`src/rtl/vga_timing_pkg.sv`:
```
// Default 640x480@60 raster timing and helpers shared by the VGA timing generator.
package vga_timing_pkg;

  localparam int unsigned CntW = 10;
  localparam int unsigned MaxTotal = 1 << CntW;

  localparam int unsigned DefHVisible = 640;
  localparam int unsigned DefHFront   = 16;
  localparam int unsigned DefHSync    = 96;
  localparam int unsigned DefHBack    = 48;

  localparam int unsigned DefVVisible = 480;
  localparam int unsigned DefVFront   = 10;
  localparam int unsigned DefVSync    = 2;
  localparam int unsigned DefVBack    = 33;

  localparam int unsigned DefHTotal = DefHVisible + DefHFront + DefHSync + DefHBack;
  localparam int unsigned DefVTotal = DefVVisible + DefVFront + DefVSync + DefVBack;

  localparam int unsigned DefHSyncStart = DefHVisible + DefHFront;
  localparam int unsigned DefHSyncEnd   = DefHSyncStart + DefHSync;
  localparam int unsigned DefVSyncStart = DefVVisible + DefVFront;
  localparam int unsigned DefVSyncEnd   = DefVSyncStart + DefVSync;

  // True when lo <= cnt < lo + len.
  function automatic logic in_window(int unsigned cnt, int unsigned lo, int unsigned len);
    return (cnt >= lo) && (cnt < lo + len);
  endfunction

endpackage

```
`src/rtl/vga_sync_delay.sv`:
```
// Enable-gated DEPTH x WIDTH shift register with a per-bit reset value; Depth 0 is a wire.
module vga_sync_delay #(
  parameter int unsigned     Depth    = 1,
  parameter int unsigned     Width    = 3,
  parameter logic [Width-1:0] ResetVal = '0
) (
  input  logic             clk_i,
  input  logic             rst_ni,
  input  logic             en_i,
  input  logic [Width-1:0] d_i,
  output logic [Width-1:0] q_o
);

  if (Depth == 0) begin : g_pass
    logic unused_pass;
    assign unused_pass = ^{clk_i, rst_ni, en_i};
    assign q_o = d_i;
  end else begin : g_pipe
    logic [Width-1:0] stage_q [Depth];
    logic [Width-1:0] stage_d [Depth];

    always_comb begin
      stage_d[0] = d_i;
      for (int i = 1; i < Depth; i++) begin
        stage_d[i] = stage_q[i-1];
      end
    end

    always_ff @(posedge clk_i or negedge rst_ni) begin
      if (!rst_ni) begin
        for (int i = 0; i < Depth; i++) begin
          stage_q[i] <= ResetVal;
        end
      end else if (en_i) begin
        for (int i = 0; i < Depth; i++) begin
          stage_q[i] <= stage_d[i];
        end
      end
    end

    assign q_o = stage_q[Depth-1];
  end

endmodule

```
`src/rtl/vga_timing_gen.sv`:
```
// Raster counters, sync/blank decode (delayed to align with the drawers' RGB stage) and
// frame/line markers.
module vga_timing_gen
  import vga_timing_pkg::*;
#(
  parameter int unsigned H_VISIBLE  = DefHVisible,
  parameter int unsigned H_FRONT    = DefHFront,
  parameter int unsigned H_SYNC     = DefHSync,
  parameter int unsigned H_BACK     = DefHBack,
  parameter int unsigned V_VISIBLE  = DefVVisible,
  parameter int unsigned V_FRONT    = DefVFront,
  parameter int unsigned V_SYNC     = DefVSync,
  parameter int unsigned V_BACK     = DefVBack,
  parameter int unsigned SYNC_DELAY = 1,
  parameter int unsigned FRAME_W    = 8
) (
  input  logic               vga_clk,
  input  logic               reset_n,
  input  logic               pix_en,
  output logic [CntW-1:0]    DrawX,
  output logic [CntW-1:0]    DrawY,
  output logic               blank,
  output logic               hs,
  output logic               vs,
  output logic               line_start,
  output logic               frame_start,
  output logic [FRAME_W-1:0] frame_count
);

  localparam int unsigned H_TOTAL    = H_VISIBLE + H_FRONT + H_SYNC + H_BACK;
  localparam int unsigned V_TOTAL    = V_VISIBLE + V_FRONT + V_SYNC + V_BACK;
  localparam int unsigned HSyncStart = H_VISIBLE + H_FRONT;
  localparam int unsigned VSyncStart = V_VISIBLE + V_FRONT;

  localparam logic [CntW-1:0] HMax = CntW'(H_TOTAL - 1);
  localparam logic [CntW-1:0] VMax = CntW'(V_TOTAL - 1);

  if (H_TOTAL > MaxTotal || V_TOTAL > MaxTotal) begin : g_bad_total
    $error("vga_timing_gen: H_TOTAL/V_TOTAL must not exceed %0d", MaxTotal);
  end
  if (SYNC_DELAY > 4) begin : g_bad_delay
    $error("vga_timing_gen: SYNC_DELAY must be 0..4");
  end

  logic [CntW-1:0]    hc_q, hc_d;
  logic [CntW-1:0]    vc_q, vc_d;
  logic [FRAME_W-1:0] frame_q, frame_d;

  always_comb begin
    hc_d    = hc_q;
    vc_d    = vc_q;
    frame_d = frame_q;
    if (pix_en) begin
      if (hc_q == HMax) begin
        hc_d = '0;
        if (vc_q == VMax) begin
          vc_d    = '0;
          frame_d = frame_q + FRAME_W'(1);
        end else begin
          vc_d = vc_q + CntW'(1);
        end
      end else begin
        hc_d = hc_q + CntW'(1);
      end
    end
  end

  always_ff @(posedge vga_clk or negedge reset_n) begin
    if (!reset_n) begin
      hc_q    <= '0;
      vc_q    <= '0;
      frame_q <= '0;
    end else begin
      hc_q    <= hc_d;
      vc_q    <= vc_d;
      frame_q <= frame_d;
    end
  end

  // Decode in 32-bit space so window ends at the counter limit cannot overflow.
  logic [31:0] hc_ext, vc_ext;
  logic        blank_raw, hs_raw, vs_raw;

  always_comb begin
    hc_ext    = 32'(hc_q);
    vc_ext    = 32'(vc_q);
    blank_raw = (hc_ext < H_VISIBLE) && (vc_ext < V_VISIBLE);
    hs_raw    = !in_window(hc_ext, HSyncStart, H_SYNC);
    vs_raw    = !in_window(vc_ext, VSyncStart, V_SYNC);
  end

  // Reset value keeps the monitor pins inactive until real decode values arrive.
  vga_sync_delay #(
    .Depth   (SYNC_DELAY),
    .Width   (3),
    .ResetVal(3'b110)
  ) u_sync_delay (
    .clk_i (vga_clk),
    .rst_ni(reset_n),
    .en_i  (pix_en),
    .d_i   ({hs_raw, vs_raw, blank_raw}),
    .q_o   ({hs, vs, blank})
  );

  always_comb begin
    DrawX       = hc_q;
    DrawY       = vc_q;
    line_start  = (hc_q == '0);
    frame_start = (hc_q == '0) && (vc_q == '0);
    frame_count = frame_q;
  end

endmodule

```
`config.mk`:
```
export PLATFORM = sky130hd
export DESIGN_NAME = vga_timing_gen
export DESIGN_NICKNAME = d
export VERILOG_FILES = /design/src/rtl/vga_timing_pkg.sv /design/src/rtl/vga_sync_delay.sv /design/src/rtl/vga_timing_gen.sv
export SDC_FILE = /design/constraint.sdc
export NUM_CORES = 1
export LEC_CHECK = 0
export ABC_AREA = 1
export ABC_CLOCK_PERIOD_IN_PS = 1500
export BUFFER_PORTS_ARGS = -buffer_cell sky130_fd_sc_hd__buf_2
export CAP_MARGIN = 20
export CORE_ASPECT_RATIO = 1.5
export CORE_UTILIZATION = 55
export CTS_CLUSTER_DIAMETER = 100
export CTS_CLUSTER_SIZE = 12
export DETAILED_ROUTE_END_ITERATION = 10
export GPL_TIMING_DRIVEN = 0
export HOLD_SLACK_MARGIN = 0.12
export PLACE_DENSITY = 0.8
export SLEW_MARGIN = 25
export SYNTH_ARGS = -nofsm -noshare
export SYNTH_HDL_FRONTEND = slang
export SYNTH_SLANG_ARGS = --single-unit
```
`constraint.sdc`:
```
create_clock -name vga_clk -period 1.5 [get_ports vga_clk]
set_clock_uncertainty 0.05 [all_clocks]
set_input_delay 0.15 -clock vga_clk [delete_from_list [all_inputs] [get_ports vga_clk]]
set_output_delay 0.15 -clock vga_clk [all_outputs]
set_load 0.01 [all_outputs]
```
# [After elaboration in Yosys (flattened, before gate mapping)]
# Index checks and enable logic that the tools add are counted.
[word_totals] ram_bits=0 regBits=31 latchBits=0 mem_bits_ro=0 mem_count=0 wordCells=27
[classes] div_mod_pow=0 eq_ne=2 n_shift=0 n_bitwise=0 mux=2 n_lt_le_gt_ge=6 n_mul=0 reduce_logical=10 addsub=3
[op_table] cell="$add 10x1->10 const B" count=2
[op_table] cell="$eq 10x10->1 const B" count=2
[op_table] cell="$logic_not 10->1" count=2
[op_table] cell="$lt 10x10->1 const B" count=2
[op_table] cell="$lt 10x9->1 const B" count=2
[op_table] cell="$mux 10" count=2
[op_table] cell="$ge 10x10->1 const B" count=1
[op_table] cell="$ge 10x9->1 const B" count=1
[op_table] cell="$add 8x1->8 const B" count=1
[op_table] cell="$logic_and 1x1->1" count=4
[op_table] cell="$reduce_and 3->1" count=1
[op_table] cell="$logic_not 1->1" count=2
[op_table] cell="$reduce_and 2->1" count=1

# [Logic depth before layout (Yosys ltp)]
# Gate-level depths: netlist (run 1).
[logic_depth] word_depth=3 mapped_depth=9 mapped_depth_nobuf=9

# [By module]
# Synthesis (run 1) repeated with hierarchy kept, for this count alone.
[unflattened] hier_cells=236 hier_area_um2=1821.7
[by_module_without_submodules] mod="vga_timing_gen" n_inst=1 area_each_um2=1706.6 cells_per_inst=223
[by_module_without_submodules] mod="vga_sync_delay" n_inst=1 area_each_um2=115.1 cells_per_inst=13

# [Least setup slack after synthesis (run 1)]
# Ideal clock, no wire load.
[synth_timing] kind="register to register" startpoint="register vc_q[0] (netlist: DrawY[0])" endpoint="register frame_q[0] (netlist: frame_count[0])" setup_time_ns=0.076 t_arrival_ns=1.336 n_path_buf=1 stages_incl_launch_ff=9 slack_ns=0.038 synth_period_minus_slack_ns=1.462 cell_sequence="dfrtp_1 > inv_1 > ha_1 > inv_1 > nor2_2 > nand4_2 > nor2_4 > buf_6 > xor2_2"
[synth_via] elab_chain_len=2
[synth_lines] item="from (decl)" line_no="vga_timing_gen.sv:46" rtl="logic [CntW-1:0] vc_q, vc_d;"
[synth_lines] item="from (signal assigned)" line_no="vga_timing_gen.sv:75" rtl="vc_q <= vc_d;"
[synth_lines] item="$eq 10x10->1" line_no="vga_timing_gen.sv:56" rtl="if (vc_q == VMax) begin"
[synth_lines] item="$reduce_and 3->1 (no source line)"
[synth_lines] item="to (signal assigned)" line_no="vga_timing_gen.sv:76" rtl="frame_q <= frame_d;"
[synth_lines] item="to (decl)" line_no="vga_timing_gen.sv:47" rtl="logic [FRAME_W-1:0] frame_q, frame_d;"
# Every way passes these cells.
# A chain may end at the register's enable or synchronous reset.

# [Worst setup path in the final report (run 1)]
[layout_timing] startpoint="register vc_q[0] (netlist: DrawY[0])" endpoint="output port frame_start"
[layout_via] elab_chain_len=2
[layout_lines] item="$logic_not 10->1" line_no="vga_timing_gen.sv:109" rtl="frame_start = (hc_q == '0) && (vc_q == '0);"
[layout_lines] item="$logic_and 1x1->1" line_no="vga_timing_gen.sv:109"
[layout_lines] item="to (decl)" line_no="vga_timing_gen.sv:26" rtl="output logic frame_start,"
# Every way passes these cells.

==> key figures, run 1 <==
Status
  • Status: finished, violations left
  • Failing checks: negative setup slack

Setup path
  • Register-to-Register Path Depth: 9
  • RR Endpoint: frame_count[0]
  • CP required: 1.30 ns
  • RR Startpoint: DrawX[7]
  • Flop2flop setup slack: -0.11 ns
  • CP Class: flop to output pin
  • Crit start category: flop
  • Crit end category: output pin
  • Crit-path max FO: 3
  • CP arrival: 1.46 ns

Die
  • Die Width: 49.1 um
  • Num ports: 36
  • Die area: 0.00357 sq mm
  • Core area: about 0.0032 sq mm
  • Initial Util: 58.0%
  • Die height: approximately 73 um
  • Core Rows: 25

Global routing
  • Antenna violations before repair: 0
  • Largest net degree at the start of global routing: 32
  • GRT Resource Usage Total: 26.9%
  • First-pass GRT wire length: 7220 um
  • GRT overflow: 0
  • Number of global-route vias before repair: 1608

Detailed routing
  • DRT Wirelength: 4560 um
  • First-pass detailed-route iteration total: 4
  • Antenna viol nets, final: 0
  • Post-DR vias/cell: 5.21
  • Per-cell routed wire length: 13.8 um
  • Iter 0 DRT Violations: between 60 and 70
  • Vias: roughly 1700
  • Number of remaining DRC errors: 0

Power
  • Worst VDD drop: 0.000818 V
  • Power Dens Cells: 1160 mW/mm^2
  • Static Leak: 1.25 nW

Layout
  • Layout fillers: approximately 230
  • Share of cells above drive strength 1: between 40% and 50%
  • Most common cell after layout, fill and taps aside: nand2_1
  • Multi-input combinational cell area: a little over 0.001 sq mm
  • Commonest cells after routing, fill and taps aside: nand2_1 (47), buf_2 (35), dfrtp_1 (25)
  • Nets: 297
  • Area growth, synth to finish: 33.5%
  • Antenna diode count: 0
  • Fin area: 0.00245 sq mm
  • Layout Cells excl Fill: 330
  • Register area: 783 sq um
  • Final Util: 77.5%

Logic synthesis
  • Synth unique cells: 28
  • Syn_nets: between 200 and 250
  • Syn Std Cell Area: around 0.0018 sq mm
  • Ys Warns: 0
  • Post-Syn Instances: 230
  • Post-synthesis sequential area ratio: between 40% and 50%
  • Syn avg cell area: 7.97 sq um
  • Register bit total from synthesis: 31

Min path
  • Min-Delay Endpoint: u_sync_delay.q_o[0]
  • Hold Crit Start: pix_en
  • HP Class: input port to flop
  • Min-Delay Path Depth: 4

STA
  • Final Cycle Share: 111%
  • Minimum clock period: 1.66 ns
  • Fin. Hold Viols: 0
  • Normalized max-slew margin: 52.3%
  • Final setup fails: 19
  • Worst-Margin Slew: 0.716 ns
  • Slew Viols, Final: 0
  • Worst Slack Setup Final: -0.162 ns
  • Fmax: 602 MHz
  • RSZ-0062 raised after global routing: true

CTS
  • H-tree levels: 2
  • Skew-Pair Late Insertion Delay: 0.29 ns
  • CTS Buf Count: 5
  • Sink Count: 31
  • Clock transition at path regs: 0.07 ns
  • CTS Buffer Depth: 2
  • CTS root buf: clkbuf_8
  • TritonCTS clock tree: built

Placed design
  • Hpwl dp: 2900 um
  • Port-buffer cells: 35
  • Placed Area: ~0.0021 sq mm
  • Pre-CTS setup slack: -0.0796 ns
  • Gp weighted congestion: 0.894
  • DP Cell Count: around 310

Job
  • MaxCap Viol Count: 0
-- metal layers --
metal  part of all wire, %  vias to the layer above  global-route usage [%]
met1                    38                      796                    28.9
li1                      -                      842                       -
met5                     0                        -                       0
met4                   4.1                        0                    15.4
met2                    53                       61                    48.9
met3                   4.8                       19                    4.79
-- how the worst max path moves through the flow --
stage	slack [ns]	cells after the start	endpoint	from
after CTS	-0.13	5	frame_start	DrawX[7]
after global routing	-0.25	4	frame_start	DrawY[3]
after floorplan	0.04	8	frame_count[0]	DrawY[0]
after detailed placement	-0.08	8	DrawY[0]	DrawX[0]
after global placement	-0.06	8	DrawY[2]	DrawX[0]
final	-0.16	5	frame_start	DrawY[0]
-- cell type report --
type	count	share of cell area (%)
plain buffers	4	1.69
clock buffers	8	4.09
repair buffers	52	13.2
multi-input cells	164	42.2
well taps	40	2.04
inverters	31	4.75
flip-flops and latches	31	32.0
-- synthesized netlist by cell type --
cell type	instances	area share, %
nand2_1	51	10
nor2_1	33	6.8
dfrtp_1	29	40
inv_1	27	5.5
nand3_1	18	4.9
xor2_1	10	4.8
o21ai_0	7	1.9
ha_1	5	3.4
nand2_2	5	1.7
nand4_1	5	1.7
nor2_2	5	1.7
nor3_1	5	1.4
nor2_4	4	2.5
a21oi_2	3	1.4
buf_6	3	1.8
inv_2	3	0.61
o21ai_1	3	0.82
a21oi_1	2	0.55
dfstp_2	2	2.9
nor4_1	2	0.68
a31oi_1	1	0.34
buf_4	1	0.41
clkinv_1	1	0.20
nand3_2	1	0.55
nand3_4	1	0.96
nand4_2	1	0.68
nor3_4	1	0.89
xor2_2	1	0.89
-- worst max-delay path, stage by stage, from the launching register on --
cell and delay [ns]:
dfrtp_1 0.40, inv_2 0.11, ha_4 0.14, nand4_1 0.16
nor4_2 0.19, buf_2 0.18
-- registers in the layout (all words and copies together) (netlist names) --
signal            cells
DrawX                10
DrawY                10
frame_count           8
u_sync_delay.q_o      3
-- report_power, final --
group / internal (mW) / switching, mW
Clock: 0.418 / 0.313
Sequential: 0.965 / 0.132
Combinational: 0.436 / 0.581
Total: 1.82 / 1.03
-- per-stage QoR --
stage / setup TNS, ns / hold WS, ns / total power [mW]
2_1_floorplan: 0 / -0.196 / 1.56
4_1_cts: -1.15 / 0.195 / 2.67
3_3_place_gp: -0.530 / 0.193 / 1.78
6_report: -1.39 / 0.208 / 2.84
3_5_place_dp: -0.852 / 0.191 / 1.80
5_1_grt: -2.85 / 0.220 / 2.99
-- logic make-up (layout without fill, tap and decap cells) --
| logic type | Yosys count | count (layout) | synth area share, % |
|---|---|---|---|
| flip-flops | 31 | 31 | 42.5 |
| buffers and inverters | 35 | 95 | 8.60 |
| AO/OA/AOI/OAI | 16 | 16 | 5.05 |
| XOR/XNOR | 11 | 11 | 5.67 |
| AND/OR/NAND/NOR | 132 | 132 | 34.8 |
| adder cells (fa/ha/maj) | 5 | 5 | 3.41 |
-- timing repair --
action | in CTS | in global routing
buffers inserted | 10 | 5
endpoints found under the hold margin | 29 | 0
pin swaps | 6 | 12
hold buffers | 1 | 0
setup endpoints to repair | 17 | 24
cloned | 1 | 0
resized for setup | 21 | 30
Note: power is estimated with default switching activity, not from simulation.
==> run 2: changes to the inputs <==
--- a/config.mk
+++ b/config.mk
@@ -6,7 +6,7 @@
 export NUM_CORES = 1
 export LEC_CHECK = 0
 export ABC_AREA = 1
-export ABC_CLOCK_PERIOD_IN_PS = 1500
+export ABC_CLOCK_PERIOD_IN_PS = 2050
 export BUFFER_PORTS_ARGS = -buffer_cell sky130_fd_sc_hd__buf_2
 export CAP_MARGIN = 20
 export CORE_ASPECT_RATIO = 1.5
==> constraint.sdc (replaced) <==
create_clock -name vga_clk -period 2.05 [get_ports vga_clk]
set_clock_uncertainty 0.05 [all_clocks]
set_input_delay 0.205 -clock vga_clk [delete_from_list [all_inputs] [get_ports vga_clk]]
set_output_delay 0.205 -clock vga_clk [all_outputs]
set_load 0.01 [all_outputs]
==> run 2 against run 1 <==
  * The run now ends clean
  * Via count fell by 6.9%
  * Worst hold slack improved by 0.049 ns
  * Global-route usage fell by 1.8 points
  * Core utilization fell by 8.8 points
  * Wire length fell by 14%
  * Die area did not move
  * Critical path type unchanged
  * Critical endpoint unchanged
  * Largest cell class unchanged
==> key figures, run 2 (same netlist as run 1, synthesis figures left out) <==
Die
  • Die Width: 49.1 um (unchanged)
  • Num ports: 36 (unchanged)
  • Die area: 0.00357 sq mm (unchanged)
  • Initial Util: 58.0% (unchanged)
  • Die height: 72.7 um (unchanged)
  • Core Rows: 25 (unchanged)
  • Core area: 0.00316 sq mm (unchanged)

Setup path
  • Crit end category: output pin
  • Setup crit end: frame_start
  • Crit path cell chain: inv_1, ha_1, nand3_1, nor4_1, buf_2
  • CP max stage cell: dfrtp_1
  • Crit path launch: DrawX[0]
  • CP arrival: 1.62 ns (+0.16 ns)
  • CP Depth: 5 (unchanged)
  • Crit start category: flop
  • CP required: 1.79 ns (+0.49 ns)
  • CP top delay family: simple AND/OR/NAND/NOR gates
  • Flop2flop setup slack: 0.48 ns (+0.59 ns)
  • Crit-path max FO: 4 (+1)
  • Buffers & Inverters on Critical Path: 2 (unchanged)
  • RR Startpoint: DrawX[0]
  • Peak per-stage delay on the critical path: 0.42 ns (+0.02 ns)
  • RR Endpoint: DrawY[0]
  • Register-to-Register Path Depth: 8 (-1)
  • CP Class: flop to output pin

STA
  • TNS Setup: 0 ns (+1.39 ns)
  • Hold WS: 0.257 ns (+0.0489 ns)
  • Normalized max-slew margin: 52.6% (+0.36 points)
  • RSZ-0062 raised after global routing: false
  • Final Cycle Share: 91.4%
  • Final setup fails: 0 (-19)
  • Fin. Hold Viols: 0 (unchanged)
  • Slew Viols, Final: 0 (unchanged)
  • Worst-Margin Slew: 0.711 ns (-0.00539 ns)
  • Minimum clock period: 1.87 ns
  • Fmax: 534 MHz

Job
  • MaxCap Viol Count: 0 (unchanged)

CTS
  • Sink Count: 31 (unchanged)
  • Skew-Pair Late Insertion Delay: 0.29 ns (about the same)
  • CTS root buf: clkbuf_8
  • H-tree levels: 2 (unchanged)
  • CTS Buffer Depth: 2 (unchanged)
  • TritonCTS clock tree: built
  • Post-CTS Setup Repair Bufs: 0 (-10)
  • Clock transition at path regs: 0.07 ns (about the same)
  • CTS Buf Count: 5 (unchanged)

Layout
  • Antenna diode count: 0 (unchanged)
  • Fin area: 0.00217 sq mm (-11%)
  • Area growth, synth to finish: 18.3%
  • Layout Cells excl Fill: 314 (-4.8%)
  • Most common cell after layout, fill and taps aside: nand2_1
  • Nets: 281 (-5.4%)
  • Share of cells above drive strength 1: 26.6% (-16 points)
  • Commonest cells after routing, fill and taps aside: nand2_1 (51), buf_2 (35), nor2_1 (33)

Global routing
  • GRT Resource Usage Total: 25.1% (-1.8 points)
  • Number of global-route vias before repair: 1542 (-4.1%)
  • Antenna violations before repair: 0 (unchanged)
  • First-pass GRT wire length: 6790 um (-5.9%)
  • GRT overflow: 0 (unchanged)
  • Largest net degree at the start of global routing: 32 (unchanged)

Detailed routing
  • Post-DR vias/cell: 5.09 (-2.2%)
  • Iter 0 DRT Violations: 19 (-72%)
  • Per-cell routed wire length: 12.5 um (-9.5%)
  • DRT Wirelength: 3920 um (-14%)
  • Antenna viol nets, final: 0 (unchanged)
  • Number of remaining DRC errors: 0 (unchanged)
  • First-pass detailed-route iteration total: 4 (unchanged)
  • Vias: 1599 (-6.9%)

Power
  • Design Power: 1.85 mW (-35%)
  • Power Dens Cells: 852 mW/mm^2 (-27%)
  • Worst VDD drop: 0.000583 V (-29%)
  • Static Leak: 1.15 nW (-8.0%)

Placed design
  • Port-buffer cells: 35 (unchanged)
  • Gp weighted congestion: 0.894 (unchanged)
  • Placed Area: 0.00206 sq mm (unchanged)
  • Hpwl dp: 2900 um (unchanged)
  • DP Cell Count: 305 (unchanged)

Min path
  • Hold Crit Start: pix_en
  • HP Class: input port to flop

Status
  • Status: finished clean
## run 2: cell count changes in the layout (fill, tap and decap cells not counted), sizes merged
cell  previous run  this run
buf             55        39
## run 2: worst min path at each step
stage / endpoint / slack (ns) / cells after the start
final: u_sync_delay.q_o[0] / 0.26 / 4
after global routing: u_sync_delay.q_o[1] / 0.28 / 3
after CTS: u_sync_delay.q_o[0] / 0.26 / 4
after detailed placement: DrawX[2] / 0.25 / 1
after global placement: DrawX[2] / 0.25 / 1
after floorplan: DrawX[0] / -0.14 / 0
## run 2: worst reg2reg max path, delay by kind of cell (launching register included)
family / cells / cell delay, ns
simple gates: 5 / 0.55
buf+inv: 1 / 0.17
flops: 1 / 0.41
fa+ha+maj: 1 / 0.22
compound gates: 1 / 0.08
## run 2: per-layer routing
layer,track usage [%],share of wire (%),vias to the layer above
li1,-,-,810
met1,27.2,40,726
met3,4.79,4.9,14
met2,44.7,51,49
met4,15.4,3.6,0
met5,0,0,-
## run 2: final cells by class
| type | count | area (sq um) |
|---|---|---|
| buffer | 4 | 41.3 |
| fill | 300 | 991 |
| inverter | 31 | 116 |
| multi-input combinational | 164 | 897 |
| clock buffer | 8 | 100 |
| tap | 40 | 50.0 |
| sequential | 31 | 778 |
| timing repair buffer | 36 | 185 |
## run 2: what timing repair did
item	CTS	global route
endpoints found under the hold margin	29	0
gates resized for setup	0	0
endpoints found under the setup margin	0	0
hold buffers	1	0
## run 2: through the flow
| stage | utilization (%) | worst slack (ns) |
|---|---|---|
| detailed placement | 65.1 | 0.470 |
| CTS | 68.6 | 0.182 |
| global placement | 65.1 | 0.493 |
| global route | 68.6 | 0.0793 |
| floorplan | - | 0.585 |
| finish | 68.6 | 0.177 |
## run 2: where the power goes
| part | internal, mW | switching (mW) | leakage, nW | total, mW |
|---|---|---|---|---|
| sequential | 0.700 | 0.109 | 0.379 | 0.808 |
| clock | 0.306 | 0.233 | 0.0515 | 0.539 |
| combinational | 0.186 | 0.314 | 0.723 | 0.500 |
